<file path="config.mk">
export PLATFORM = sky130hd
export DESIGN_NAME = spmv_mem_arb
export DESIGN_NICKNAME = d
export VERILOG_FILES = /design/src/rtl/spmv_mem_arb.sv
export SDC_FILE = /design/constraint.sdc
export NUM_CORES = 1
export LEC_CHECK = 0
export CAP_MARGIN = 15
export CORE_AREA = 5 5 487 489
export DETAILED_ROUTE_END_ITERATION = 8
export DIE_AREA = 0 0 492 494
export SYNTH_ARGS = -nofsm -noshare
export SYNTH_HDL_FRONTEND = slang
export SYNTH_SLANG_ARGS = --single-unit
</file>
<file path="constraint.sdc">
create_clock -name clk -period 4.2 [get_ports clk]
set_clock_uncertainty 0.1 [all_clocks]
set_input_delay 0.84 -clock clk [delete_from_list [all_inputs] [get_ports clk]]
set_output_delay 0.84 -clock clk [all_outputs]
set_load 0.05 [all_outputs]
</file>
<file path="src/rtl/spmv_mem_arb.sv">
// Round-robin arbiter that shares one DCP memory port among the SpMV fetch engines.
// Tags each transid with the requester ID, limits in-flight requests and routes responses back.
module spmv_mem_arb #(
  parameter int NUM_REQ = 4,
  parameter int ID_W    = 2,
  parameter int TID_W   = 6,
  parameter int TAG_W   = 4,
  parameter int PADDR_W = 40,
  parameter int DATA_W  = 512,
  parameter int MAX_OUT = 16
) (
  input  logic                       clk,
  input  logic                       rst,
  input  logic [NUM_REQ-1:0]         req_val,
  output logic [NUM_REQ-1:0]         req_rdy,
  input  logic [NUM_REQ*PADDR_W-1:0] req_addr,
  input  logic [NUM_REQ*TAG_W-1:0]   req_tag,
  output logic                       mem_req_val,
  input  logic                       mem_req_rdy,
  output logic [PADDR_W-1:0]         mem_req_addr,
  output logic [TID_W-1:0]           mem_req_transid,
  input  logic                       mem_resp_val,
  input  logic [TID_W-1:0]           mem_resp_transid,
  input  logic [DATA_W-1:0]          mem_resp_data,
  output logic [NUM_REQ-1:0]         resp_val,
  output logic [TAG_W-1:0]           resp_tag,
  output logic [DATA_W-1:0]          resp_data,
  output logic                       idle,
  output logic                       err
);

  localparam int CW = $clog2(MAX_OUT + 1);

  logic [ID_W-1:0]    ptr_q, ptr_d;
  logic [ID_W-1:0]    lock_id_q, lock_id_d;
  logic               lock_q, lock_d;
  logic               err_q, err_d;
  logic [CW-1:0]      cnt_q [NUM_REQ];
  logic [CW-1:0]      cnt_d [NUM_REQ];
  logic [NUM_REQ-1:0] elig;
  logic [ID_W-1:0]    grant;
  logic [ID_W-1:0]    resp_id;
  logic [TAG_W-1:0]   grant_tag;
  logic               found;
  logic               hsk;
  logic               resp_ok;
  int                 idx;

  // A stalled grant stays locked so the address presented to DCP cannot change under it.
  always_comb begin
    elig  = '0;
    grant = lock_id_q;
    found = lock_q;
    idx   = 0;
    for (int i = 0; i < NUM_REQ; i++) begin
      elig[i] = req_val[i] && (cnt_q[i] < CW'(MAX_OUT));
    end
    for (int k = 0; k < NUM_REQ; k++) begin
      idx = int'(ptr_q) + k;
      if (idx >= NUM_REQ) idx = idx - NUM_REQ;
      for (int i = 0; i < NUM_REQ; i++) begin
        if (!found && (i == idx) && elig[i]) begin
          grant = ID_W'(i);
          found = 1'b1;
        end
      end
    end
  end

  always_comb begin
    mem_req_addr = '0;
    grant_tag    = '0;
    for (int i = 0; i < NUM_REQ; i++) begin
      if (grant == ID_W'(i)) begin
        mem_req_addr = req_addr[i*PADDR_W +: PADDR_W];
        grant_tag    = req_tag[i*TAG_W +: TAG_W];
      end
    end
  end

  assign mem_req_val     = found;
  assign mem_req_transid = {grant, grant_tag};
  assign hsk             = mem_req_val && mem_req_rdy;

  // A response is legal only for a requester with something in flight, counting a same-cycle issue.
  always_comb begin
    resp_id  = mem_resp_transid[TID_W-1:TAG_W];
    resp_ok  = 1'b0;
    req_rdy  = '0;
    resp_val = '0;
    for (int i = 0; i < NUM_REQ; i++) begin
      req_rdy[i] = hsk && (grant == ID_W'(i));
      if ((resp_id == ID_W'(i)) && ((cnt_q[i] != '0) || req_rdy[i])) resp_ok = 1'b1;
    end
    for (int i = 0; i < NUM_REQ; i++) begin
      resp_val[i] = mem_resp_val && resp_ok && (resp_id == ID_W'(i));
    end
  end

  assign resp_tag  = mem_resp_transid[TAG_W-1:0];
  assign resp_data = mem_resp_data;
  assign err       = err_q;

  always_comb begin
    idle = !mem_req_val;
    for (int i = 0; i < NUM_REQ; i++) begin
      if (cnt_q[i] != '0) idle = 1'b0;
    end
  end

  always_comb begin
    ptr_d     = ptr_q;
    lock_d    = lock_q;
    lock_id_d = lock_id_q;
    err_d     = err_q || (mem_resp_val && !resp_ok);
    if (hsk) begin
      ptr_d  = (int'(grant) == NUM_REQ - 1) ? '0 : grant + ID_W'(1);
      lock_d = 1'b0;
    end else if (mem_req_val) begin
      lock_d    = 1'b1;
      lock_id_d = grant;
    end
    for (int i = 0; i < NUM_REQ; i++) begin
      cnt_d[i] = cnt_q[i];
      if (req_rdy[i] && !resp_val[i])      cnt_d[i] = cnt_q[i] + CW'(1);
      else if (resp_val[i] && !req_rdy[i]) cnt_d[i] = cnt_q[i] - CW'(1);
    end
  end

  always_ff @(posedge clk or posedge rst) begin
    if (rst) begin
      ptr_q     <= '0;
      lock_q    <= 1'b0;
      lock_id_q <= '0;
      err_q     <= 1'b0;
      for (int i = 0; i < NUM_REQ; i++) cnt_q[i] <= '0;
    end else begin
      ptr_q     <= ptr_d;
      lock_q    <= lock_d;
      lock_id_q <= lock_id_d;
      err_q     <= err_d;
      for (int i = 0; i < NUM_REQ; i++) cnt_q[i] <= cnt_d[i];
    end
  end

endmodule
</file>
# Yosys cells after proc, flatten, opt, wreduce, memory -nomap -nowiden
# Index checks and enable logic that the tools add are counted.
[totals] register_bits=26 word_cells=221 out_inout_bits=573 inputBits=702
[op_classes] n_bitwise=1 n_lt_le_gt_ge=8 add_sub_neg=16 n_reduce_logical=106 mux=63 n_eq_ne=19
[ops] cell="equality test 3 x 32 -> 1 bit (first input constant)" count=8
[ops] cell="2-to-1 mux 40 bit" count=4
[ops] cell="equality test 2 x 32 -> 1 bit (first input constant)" count=4
[ops] cell="zero test 32 bit" count=4
[ops] cell="2-to-1 mux 32 bit" count=4
[ops] cell="logical AND 1 bit" count=59
[ops] cell="2-to-1 mux 5 bit" count=8
[ops] cell="2-to-1 mux 2 bit" count=17
[ops] cell="zero test 1 bit" count=26
[ops] cell="2-to-1 mux 1 bit" count=26
[ops] cell="adder 5 x 1 -> 5 bit (second input constant)" count=4
[ops] cell="< comparator 5 bit (second input constant)" count=4
[ops] cell="nonzero test 5 bit" count=4
[ops] cell="subtractor 5 x 1 -> 5 bit (second input constant)" count=4
[ops] cell="2-to-1 mux 4 bit" count=4
[ops] cell="subtractor 3 x 3 -> 4 bit (second input constant)" count=3
[ops] cell="nonzero test 2 bit" count=5
[ops] cell=">= comparator 3 bit (second input constant)" count=3
[ops] cell="equality test 2 bit (second input constant)" count=4
[ops] cell="adder 2 x 2 -> 3 bit (second input constant)" count=2
[ops] cell="equality test 2 x 1 -> 1 bit (second input constant)" count=3
[ops] cell="logical OR 1 bit" count=5
[ops] cell="zero test 2 bit" count=2
[ops] cell="subtractor 2 x 3 -> 4 bit (second input constant)" count=1
[ops] cell="5 further kinds" count=5

# Depth between registers and ports, before layout
# Gate-level depths: netlist (run 1).
[logic_depth] depth_word=79 depth_mapped=21 mapped_depth_nobuf=18

# Least setup slack after synthesis (run 1)
# No wires, ideal clock.
[synth_timing] kind="input -> output" start="in req_val[3]" end="out mem_req_addr[0]" required_time_ns=3.260 path_buffers=2 path_stages=14 slack_ns=-1.478 arrival_time_ns=4.738 path_cell_list="nor2b_1 nor3_1 o221a_2 a221o_1 a31oi_2 inv_1 ha_1 nor2b_1 clkbuf_1 clkbuf_1 a22oi_1 nor2_1 a21oi_1 o21ai_0"
[synth_between] elab_chain_cells=56 elab_cells_between_ends=71 classes_between="eq/ne (3); mux (29); reduce/logical (39)"
[synth_rtl] item="start, declared" line="14" text="input logic [NUM_REQ-1:0] req_val,"
[synth_rtl] item="logical AND 1 bit (*)" line="56" text="elig[i] = req_val[i] && (cnt_q[i] < CW'(MAX_OUT));"
[synth_rtl] item="logical AND 1 bit" line="62" text="if (!found && (i == idx) && elig[i]) begin"
[synth_rtl] item="2-to-1 mux 1 bit" line="62"
[synth_rtl] item="zero test 1 bit" line="62"
[synth_rtl] item="logical AND 1 bit (2 in a row)" line="62"
[synth_rtl] item="2-to-1 mux 1 bit" line="62"
[synth_rtl] item="zero test 1 bit" line="62"
[synth_rtl] item="logical AND 1 bit (2 in a row)" line="62"
[synth_rtl] item="[... 36 more ...]"
[synth_rtl] item="2-to-1 mux 1 bit" line="62"
[synth_rtl] item="zero test 1 bit" line="62"
[synth_rtl] item="logical AND 1 bit (2 in a row)" line="62"
[synth_rtl] item="2-to-1 mux 2 bit (*)" line="62"
[synth_rtl] item="net mem_req_transid[5]" line="21" text="output logic [TID_W-1:0] mem_req_transid,"
[synth_rtl] item="zero test 2 bit" line="74" text="if (grant == ID_W'(i)) begin"
[synth_rtl] item="2-to-1 mux 40 bit (3 in a row)" line="74"
[synth_rtl] item="2-to-1 mux 40 bit (*)" line="74"
[synth_rtl] item="end, declared" line="20" text="output logic [PADDR_W-1:0] mem_req_addr,"
# The timed path passes the listed nets; every way through them passes the cells marked *.

# Worst setup path in the final report (run 1)
[layout_timing] start="in req_val[0]" end="out mem_req_addr[8]"
[layout_between] elab_chain_cells=68 elab_cells_between_ends=86 classes_between="eq/ne (3); mux (35); reduce/logical (48)"
[layout_rtl] item="logical AND 1 bit (*)" line="56"
[layout_rtl] item="logical AND 1 bit" line="62"
[layout_rtl] item="2-to-1 mux 1 bit" line="62"
[layout_rtl] item="zero test 1 bit" line="62"
[layout_rtl] item="logical AND 1 bit (2 in a row)" line="62"
[layout_rtl] item="2-to-1 mux 1 bit" line="62"
[layout_rtl] item="zero test 1 bit" line="62"
[layout_rtl] item="logical AND 1 bit (2 in a row)" line="62"
[layout_rtl] item="[... 46 more ...]"
[layout_rtl] item="logical AND 1 bit (2 in a row)" line="62"
[layout_rtl] item="2-to-1 mux 1 bit" line="62"
[layout_rtl] item="zero test 1 bit" line="62"
[layout_rtl] item="logical AND 1 bit (2 in a row)" line="62"
[layout_rtl] item="2-to-1 mux 2 bit (*)" line="62"
[layout_rtl] item="zero test 2 bit" line="74"
[layout_rtl] item="2-to-1 mux 40 bit (3 in a row)" line="74"
[layout_rtl] item="2-to-1 mux 40 bit (*)" line="74"
# Mark *: on every way between the ends. The rest lies on a longest branch, timed or not.

==> key figures, run 1 <==
Synthesis
  – Post-synthesis net count: 1,771
  – Mapped Avg Cell Area: 7.09 µm²
  – Share of the synthesized area in the top cell type: 52.4%
  – Top_reg_cell synth: dfrtp_1
  – Synth area leader: buf_4
  – Synth warn: 0
  – Yosys cell types: 52
  – Post-synth EDFFs: 0
  – Async set-reset flop share out of synthesis: 100%
  – Register bit count reported by yosys: 26
  – Synth Instances: 1,043
  – Syn Std Cell Area: 0.00740 mm²
  – Seq/Total Area, Yosys: 8.79%
  – Largest cells by area after synthesis: buf_4 52%, dfrtp_1 8.8%, a21oi_1 4.9%, o21ai_0 4.3%, nand2_1 3.8%

Die
  – Row Count: 177
  – Boundary Pins: 1,275
  – Die Wd: 492 µm
  – Die area: 0.243 mm²
  – Core ar.: 0.232 mm²
  – Die Span Y: 494 µm
  – Starting Density: 3.19%

Power and ir drop
  – Internal power: 7.98 mW
  – Sw Ratio: 57.4%
  – Sequential Power Share: 3.0%
  – P per Cell Area: 1420 mW/mm²
  – Combinational share of power: 95.7%
  – Sw Pwr: 10.8 mW
  – Leak: 3.70 nW
  – Overall power: 18.7 mW
  – VDD IR max: 0.000955 V
  – Share of total power in the clock network: 1.3%

Placed design
  – DP Area: 0.0120 mm²
  – Port bufs: 242
  – Dpl cells: 3,891
  – Placer Congestion: 0.943
  – Detail Placement HPWL: 168 mm

Layout
  – Layout filler cell count: 27,189
  – Area delta synth->final: 78.1%
  – Layout cells sized above 1: 48.5%
  – Most frequent cells in the layout: 182 x clkdlybuf4s50_1, 89 x buf_4, 75 x nand2_1, 75 x buf_12, 48 x a21oi_2
  – Design area: 0.0132 mm²
  – Non-Filler Instances: 3,930
  – Final nets: 1,601
  – Post-Route Utilization: 5.68%
  – Most common cell after layout, fill and taps aside: clkdlybuf4s50_1

Flow run
  – Max-Cap Viols: 0

Timing
  – Max Clk Rate: 216 MHz
  – Period utilisation layout: 110%
  – RSZ-0062 raised after global routing: yes
  – Slew @ Worst Pin: 0.842 ns
  – Setup Viol. Count Final: 46
  – Post-layout min period: 4.62 ns
  – Worst rel slew slack: 43.7%
  – Final Hold Vio Count: 0
  – Max Slew Vio Count: 0
  – PnR worst setup slack: -0.423 ns

Worst setup path
  – Slowest cell on crit path: a221o_1
  – Max incr delay on CP: 0.36 ns
  – Most frequent CP cell: buf_12
  – Worst Setup Start Kind: input port
  – Reg2reg start: ptr_q[0]
  – Data required, critical path: 3.26 ns
  – Cells along the critical path: buf_8 > nor3b_4 > a21oi_2 > o221a_2 > a221o_1 > a31oi_4 > inv_2 > ha_4 > buf_6 > nor2b_4 > buf_12 > buf_4 > buf_12 > buf_6 > a22oi_1 > nor2_1 > a21oi_2 > o21ai_4 > buf_12
  – Worst Path Arrival: 3.68 ns
  – Crit Path Category: input port to output port
  – Critical path peak fanout: 5
  – Family with the most delay on the worst path: compound AO/OA/AOI/OAI gates
  – Crit path capture type: output port
  – CP startpoint: req_val[0]
  – Crit path buf inv count: 8

Clocking
  – CTS Buffer Depth: 2
  – Clock root cell: clkbuf_16
  – CTS Sinks: 26
  – Worst skew pair latency: 0.27 ns
  – CTS tree: yes
  – H-tree depth: 1
  – CTS clk-pin slew, worst paths: 0.07 ns
  – CTS Buf Count: 3

GRT
  – Initial antenna violation count: 40
  – GRT Total Usage: 13.8%
  – Largest net degree at the start of global routing: 27
  – GRT overflow: 0
  – Vias in the first global route: 6,915
  – First-pass GRT wire length: 192 mm

Routing
  – Drt pass-1 iters: 4
  – Final ANT Viol Nets: 0
  – Via Count: 6,803
  – M1 wire length: 29.6 mm
  – DR iter-0 viols: 322
  – # DRC: 0
  – WL/cell: 44.9 µm
  – WL met3: 64.8 mm
  – Max Used Layer: met5
  – Vias/cell: 1.73
  – Met2 wire length: 76.6 mm
  – Detailed-route wire length: 176 mm

Status
  – Status: finished, violations left
  – Violated checks: negative setup slack

Min path
  – HP Class: register to register
  – Hold path startpoint: err
==> layout make-up <==
class | instances | area [µm²] | area share [%]
antenna | 15 | 37.5 | 0.285
tap | 3043 | 3810 | 28.9
sequential | 26 | 651 | 4.94
clock buffer | 4 | 88.8 | 0.674
timing repair buffer | 382 | 4430 | 33.6
multi-input combinational | 439 | 4070 | 30.9
inverter | 21 | 88.8 | 0.674
==> worst register-to-register path: stages, from the launching register on <==
cell,delay (ns)
dfrtp_1,0.40
buf_12,0.15
nor3b_4,0.19
a21oi_2,0.05
o221a_2,0.29
a221o_1,0.36
a31oi_4,0.20
inv_2,0.09
ha_4,0.18
buf_12,0.14
buf_12,0.14
buf_12,0.15
o211ai_1,0.12
buf_4,0.18
inv_4,0.05
ha_4,0.18
fa_2,0.42
inv_2,0.06
a21o_1,0.12
a21oi_2,0.06
xnor2_1,0.15
nor2_1,0.07
xor2_1,0.14
==> final timing paths <==
check                                        to  cells after the start  slack (ns)
worst max-delay path            mem_req_addr[8]                     19       -0.42
worst min-delay path                        err                      2        0.40
worst max register to register        cnt_q[14]                     22        0.13
worst min register to register              err                      2        0.40
max in group asynchronous          lock_id_q[0]                      3        2.84
min in group asynchronous             cnt_q[13]                      2        0.73
==> flip-flops by register name, summed over array words and instances (netlist names) <==
signal	count
lock_id_q	2
lock_q	1
cnt_q	20
ptr_q	2
err	1
==> logic make-up after synthesis <==
group                      synth area share [%]
AOI/OAI and AO/OA                          16.1
xor gates and xnor gates                   2.49
and+or+nand+nor                            11.0
muxes                                      1.12
DFF                                        8.79
buffers and inverters                      55.7
adders and majority gates                  4.80
==> power by group through the flow <==
stage	sequential, mW	combinational [mW]	clock (mW)
after floorplan	0.496	8.87	0
after global placement	0.551	16.8	0
after detailed placement	0.551	16.8	0
after CTS	0.555	18.4	0.244
after global routing	0.584	19.1	0.254
final	0.564	17.9	0.240
==> synth_stat cells, types with 2 or more instances <==
library cell,n
o2bb2ai_1,2
a32oi_1,2
or4_1,2
or3_1,2
a21o_1,6
nor3b_1,2
inv_1,20
xnor2_1,13
buf_1,3
nor4_1,5
clkbuf_1,33
nor3_1,6
nand3_1,5
fa_1,4
a22oi_1,34
nor2b_1,6
o21a_1,2
ha_1,22
nor2_1,71
dfrtp_1,26
o211ai_1,5
mux2_2,2
nand2_1,75
buf_4,516
mux2_4,2
xor2_1,8
buf_2,4
o21ai_0,63
a21oi_1,72
nand2b_1,5
a211oi_2,2
mux2i_1,3
==> layer usage <==
metal / vias to the layer above / global-route usage [%]
li1: 2567 / -
met1: 2758 / 6.74
met2: 1268 / 21.4
met3: 194 / 23.8
met4: 16 / 2.96
met5: - / 1.90
==> metrics by stage <==
stage	setup TNS [ns]	worst slack, ns	hold slack, ns
finish	-14.82	-0.423	0.404
global route	-22.26	-0.621	0.434
CTS	-17.53	-0.601	0.414
detailed placement	-50.65	-1.54	0.397
global placement	-50.18	-1.56	0.393
floorplan	-9.41	-0.296	0.371
==> repair_timing <==
item,4_1_cts,5_1_grt
setup buffers,21,9
gates cloned,2,0
hold buffers,0,0
gates resized for setup,161,59
endpoints found under the setup margin,65,51
pin swaps,66,67
hold endpoints to repair,0,0
(Power assumes the default switching activity.)
==> inputs of run 2 (changes only) <==
--- a/config.mk
+++ b/config.mk
@@ -6,9 +6,10 @@
 export NUM_CORES = 1
 export LEC_CHECK = 0
 export CAP_MARGIN = 15
-export CORE_AREA = 5 5 487 489
+export CORE_AREA = 5 5 501 503
 export DETAILED_ROUTE_END_ITERATION = 8
-export DIE_AREA = 0 0 492 494
+export DIE_AREA = 0 0 506 508
+export RECOVER_POWER = 25
 export SYNTH_ARGS = -nofsm -noshare
 export SYNTH_HDL_FRONTEND = slang
 export SYNTH_SLANG_ARGS = --single-unit
==> constraint.sdc (replaced) <==
create_clock -name clk -period 6 [get_ports clk]
set_clock_uncertainty 0.1 [all_clocks]
set_input_delay 1.2 -clock clk [delete_from_list [all_inputs] [get_ports clk]]
set_output_delay 1.2 -clock clk [all_outputs]
set_load 0.05 [all_outputs]
==> run 2 against run 1 <==
  * The run now ends clean
  * Final cell count increased by 2.5%
  * Global-route usage increased by 1.3 points
  * Count of clock-buffer cells in the layout decreased by 1
  * Setup slack improved by 0.59 ns
  * Flip-flop and latch count unchanged
  * Clock power decreased by 15%
  * Wire length increased by 15%
  * Largest power group unchanged
  * Register-to-register slack improved by 1.1 ns
  * Die area increased by 5.8%
  * Worst hold slack improved by 0.0031 ns
  * Critical endpoint is now mem_req_addr[5]
  * Power decreased by 41%
==> key figures, run 2 (synthesis results as in run 1) <==
Worst setup path
  – Crit Path Category: input port to output port
  – Data required, critical path: 4.70 ns (+1.44 ns)
  – Max incr delay on CP: 0.50 ns (+0.14 ns)
  – Worst Path Arrival: 4.54 ns (+0.86 ns)
  – Reg2reg start: ptr_q[0]
  – CP endpoint: mem_req_addr[5]
  – Crit path capture type: output port
  – Cells along the critical path: clkdlybuf4s50_1 > nor2b_2 > a21oi_1 > o221a_2 > a221o_1 > a31oi_2 > buf_4 > inv_2 > ha_4 > nor2b_4 > buf_6 > a22oi_1 > buf_4 > nor2_1 > a21oi_1 > o21ai_2 > buf_12
  – Critical path peak fanout: 7 (+2)
  – Worst R2R End: cnt_q[19]
  – Reg2reg path depth: 20 (-9.1%)
  – CP startpoint: req_val[1]
  – Worst Setup Start Kind: input port
  – R2r setup slk: 1.27 ns (+1.14 ns)
  – Slowest cell on crit path: clkdlybuf4s50_1

Clocking
  – H-tree depth: 1 (unchanged)
  – CTS Buf Count: 3 (unchanged)
  – Worst skew pair latency: 0.27 ns (about the same)
  – Clock root cell: clkbuf_16
  – CTS tree: yes
  – CTS Sinks: 26 (unchanged)
  – CTS Buffer Depth: 2 (unchanged)
  – CTS Hold Bufs: 0 (unchanged)
  – CTS clk-pin slew, worst paths: 0.07 ns (about the same)

Layout
  – Most frequent cells in the layout: 184 x clkdlybuf4s50_1, 75 x nand2_1, 70 x nor2_1, 68 x a21oi_1, 66 x buf_12
  – Design area: 0.0114 mm² (-13%)
  – Final nets: 1,533 (-4.2%)
  – Top flop regs: cnt_q x20, lock_id_q x2, ptr_q x2
  – Largest register by flop count: cnt_q
  – Multi-input logic area: 0.00288 mm² (-29%)
  – Layout cells sized above 1: 24.1% (-24 points)
  – Layout filler cell count: 29,145 (+7.2%)
  – Most common cell after layout, fill and taps aside: clkdlybuf4s50_1
  – Post-Route Utilization: 4.66% (-1.0 points)
  – Area delta synth->final: 54.7%
  – Max reg flops: 20 (unchanged)
  – FF+latch area: 651 µm² (unchanged)

Placed design
  – DP Area: 0.0112 mm² (-7.2%)
  – Dpl ws: -0.575 ns (+0.970 ns)
  – Placer Congestion: 0.895 (-5.1%)
  – Detail Placement HPWL: 198 mm (+18%)
  – Port bufs: 242 (unchanged)

Routing
  – Final ANT Viol Nets: 0 (unchanged)
  – DR iter-0 viols: 365 (+13%)
  – # DRC: 0 (unchanged)
  – Via Count: 6,549 (-3.7%)
  – Detailed-route wire length: 203 mm (+15%)
  – WL/cell: 50.5 µm (+13%)
  – Vias/cell: 1.63 (-6.1%)
  – Drt pass-1 iters: 4 (unchanged)

Timing
  – RSZ-0062 raised after global routing: no
  – Period utilisation layout: 97.3%
  – Slew @ Worst Pin: 1.21 ns (+0.369 ns)
  – Setup Viol. Count Final: 0 (-100%)
  – Post-layout min period: 5.84 ns
  – Max Clk Rate: 171 MHz
  – Max Slew Vio Count: 0 (unchanged)
  – Worst rel slew slack: 19.3% (-24 points)
  – PnR worst setup slack: 0.162 ns (+0.585 ns)
  – Final Hold Vio Count: 0 (unchanged)

Power and ir drop
  – Sw Ratio: 60.2% (+2.7 points)
  – Share of total power in the clock network: 1.8% (+0.5 points)
  – P per Cell Area: 961 mW/mm² (-32%)
  – Internal power: 4.38 mW (-45%)
  – Overall power: 11.0 mW (-41%)
  – Sequential Power Share: 3.7% (+0.7 points)
  – VDD IR max: 0.000619 V (-35%)
  – Sw Pwr: 6.62 mW (-39%)
  – Leak: 3.16 nW (-15%)
  – Combinational share of power: 94.5% (-1.2 points)

Die
  – Starting Density: 3.01% (-0.18 points)
  – Die area: 0.257 mm² (+5.8%)
  – Row Count: 182 (+2.8%)
  – Core ar.: 0.245 mm² (+5.9%)
  – Boundary Pins: 1,275 (unchanged)
  – Die Wd: 506 µm (+2.8%)
  – Die Span Y: 508 µm (+2.8%)

GRT
  – Initial antenna violation count: 23 (-43%)
  – Vias in the first global route: 6,803 (-1.6%)
  – GRT Total Usage: 15.0% (+1.3 points)
  – First-pass GRT wire length: 219 mm (+14%)
  – GRT overflow: 0 (unchanged)
  – Largest net degree at the start of global routing: 43 (+59%)

Flow run
  – Max-Cap Viols: 0 (unchanged)

Min path
  – HP Class: register to register

Status
  – Status: finished, final reports clean
[run 2: cell types whose count changed in the layout (fill, tap and decap cells not counted), moves of 13 or more]
cell	previous run	this run
nor2_2	14	1
o21ai_4	44	1
a22oi_2	28	3
nor2_1	44	70
o21ai_2	1	31
a21oi_4	14	1
a21oi_1	10	68
nor2_4	13	0
a22oi_1	7	32
buf_4	89	57
a21oi_2	48	3
buf_6	28	2
[run 2: routing by layer]
metal | global-route usage [%] | part of all wire [%] | up-vias
met4 | 3.29 | 2.8 | 14
met3 | 30.2 | 42 | 162
met1 | 4.48 | 11 | 2457
met5 | 0.611 | 0.12 | -
met2 | 23.9 | 44 | 1485
li1 | - | - | 2431
[run 2: worst max-delay path: cells and delay by family]
family,cells,cell delay (ns)
AO/OA/AOI/OAI,7,1.31
adder cells (fa/ha/maj),1,0.23
buffers and inverters,6,1.29
AND/OR/NAND/NOR,3,0.43
[run 2: per-stage QoR]
step	instances	setup TNS (ns)	hold slack (ns)
floorplan	1043	-0.0185	0.371
global placement	4014	-8.55	0.372
detailed placement	4014	-6.96	0.389
CTS	4018	0	0.402
global route	4024	0	0.421
finish	4029	0	0.407
[run 2: power groups by stage]
| stage | clock network, mW | logic [mW] | registers [mW] |
|---|---|---|---|
| 2_1_floorplan | 0 | 5.16 | 0.335 |
| 3_3_place_gp | 0 | 10.6 | 0.400 |
| 3_5_place_dp | 0 | 10.6 | 0.402 |
| 4_1_cts | 0.207 | 10.7 | 0.400 |
| 5_1_grt | 0.214 | 11.1 | 0.422 |
| 6_report | 0.203 | 10.4 | 0.405 |
[run 2: area by class of cell]
type                            instances  share of cell area [%]
Tap cell                             3220                    35.2
Timing Repair Buffer                  314                    32.3
Multi-Input combinational cell        439                    25.1
Sequential cell                        26                    5.68
Inverter                               21                   0.689
Clock buffer                            3                   0.656
Clock inverter                          1                   0.262
Antenna cell                            5                   0.109
[run 2: how the worst min path moves through the flow]
stage | startpoint | endpoint | slack [ns] | depth (start not counted)
5_1_grt | err | err | 0.42 | 2
2_1_floorplan | cnt_q[0] | cnt_q[0] | 0.37 | 1
3_3_place_gp | err | err | 0.37 | 2
6_report | err | err | 0.41 | 2
3_5_place_dp | err | err | 0.39 | 2
4_1_cts | err | err | 0.40 | 2
[run 2: timing repair]
item | CTS | global route
buffers inserted | 0 | 4
endpoints found under the setup margin | 45 | 40
gates cloned | 0 | 1
pin swaps | 0 | 7
resized for setup | 8 | 15
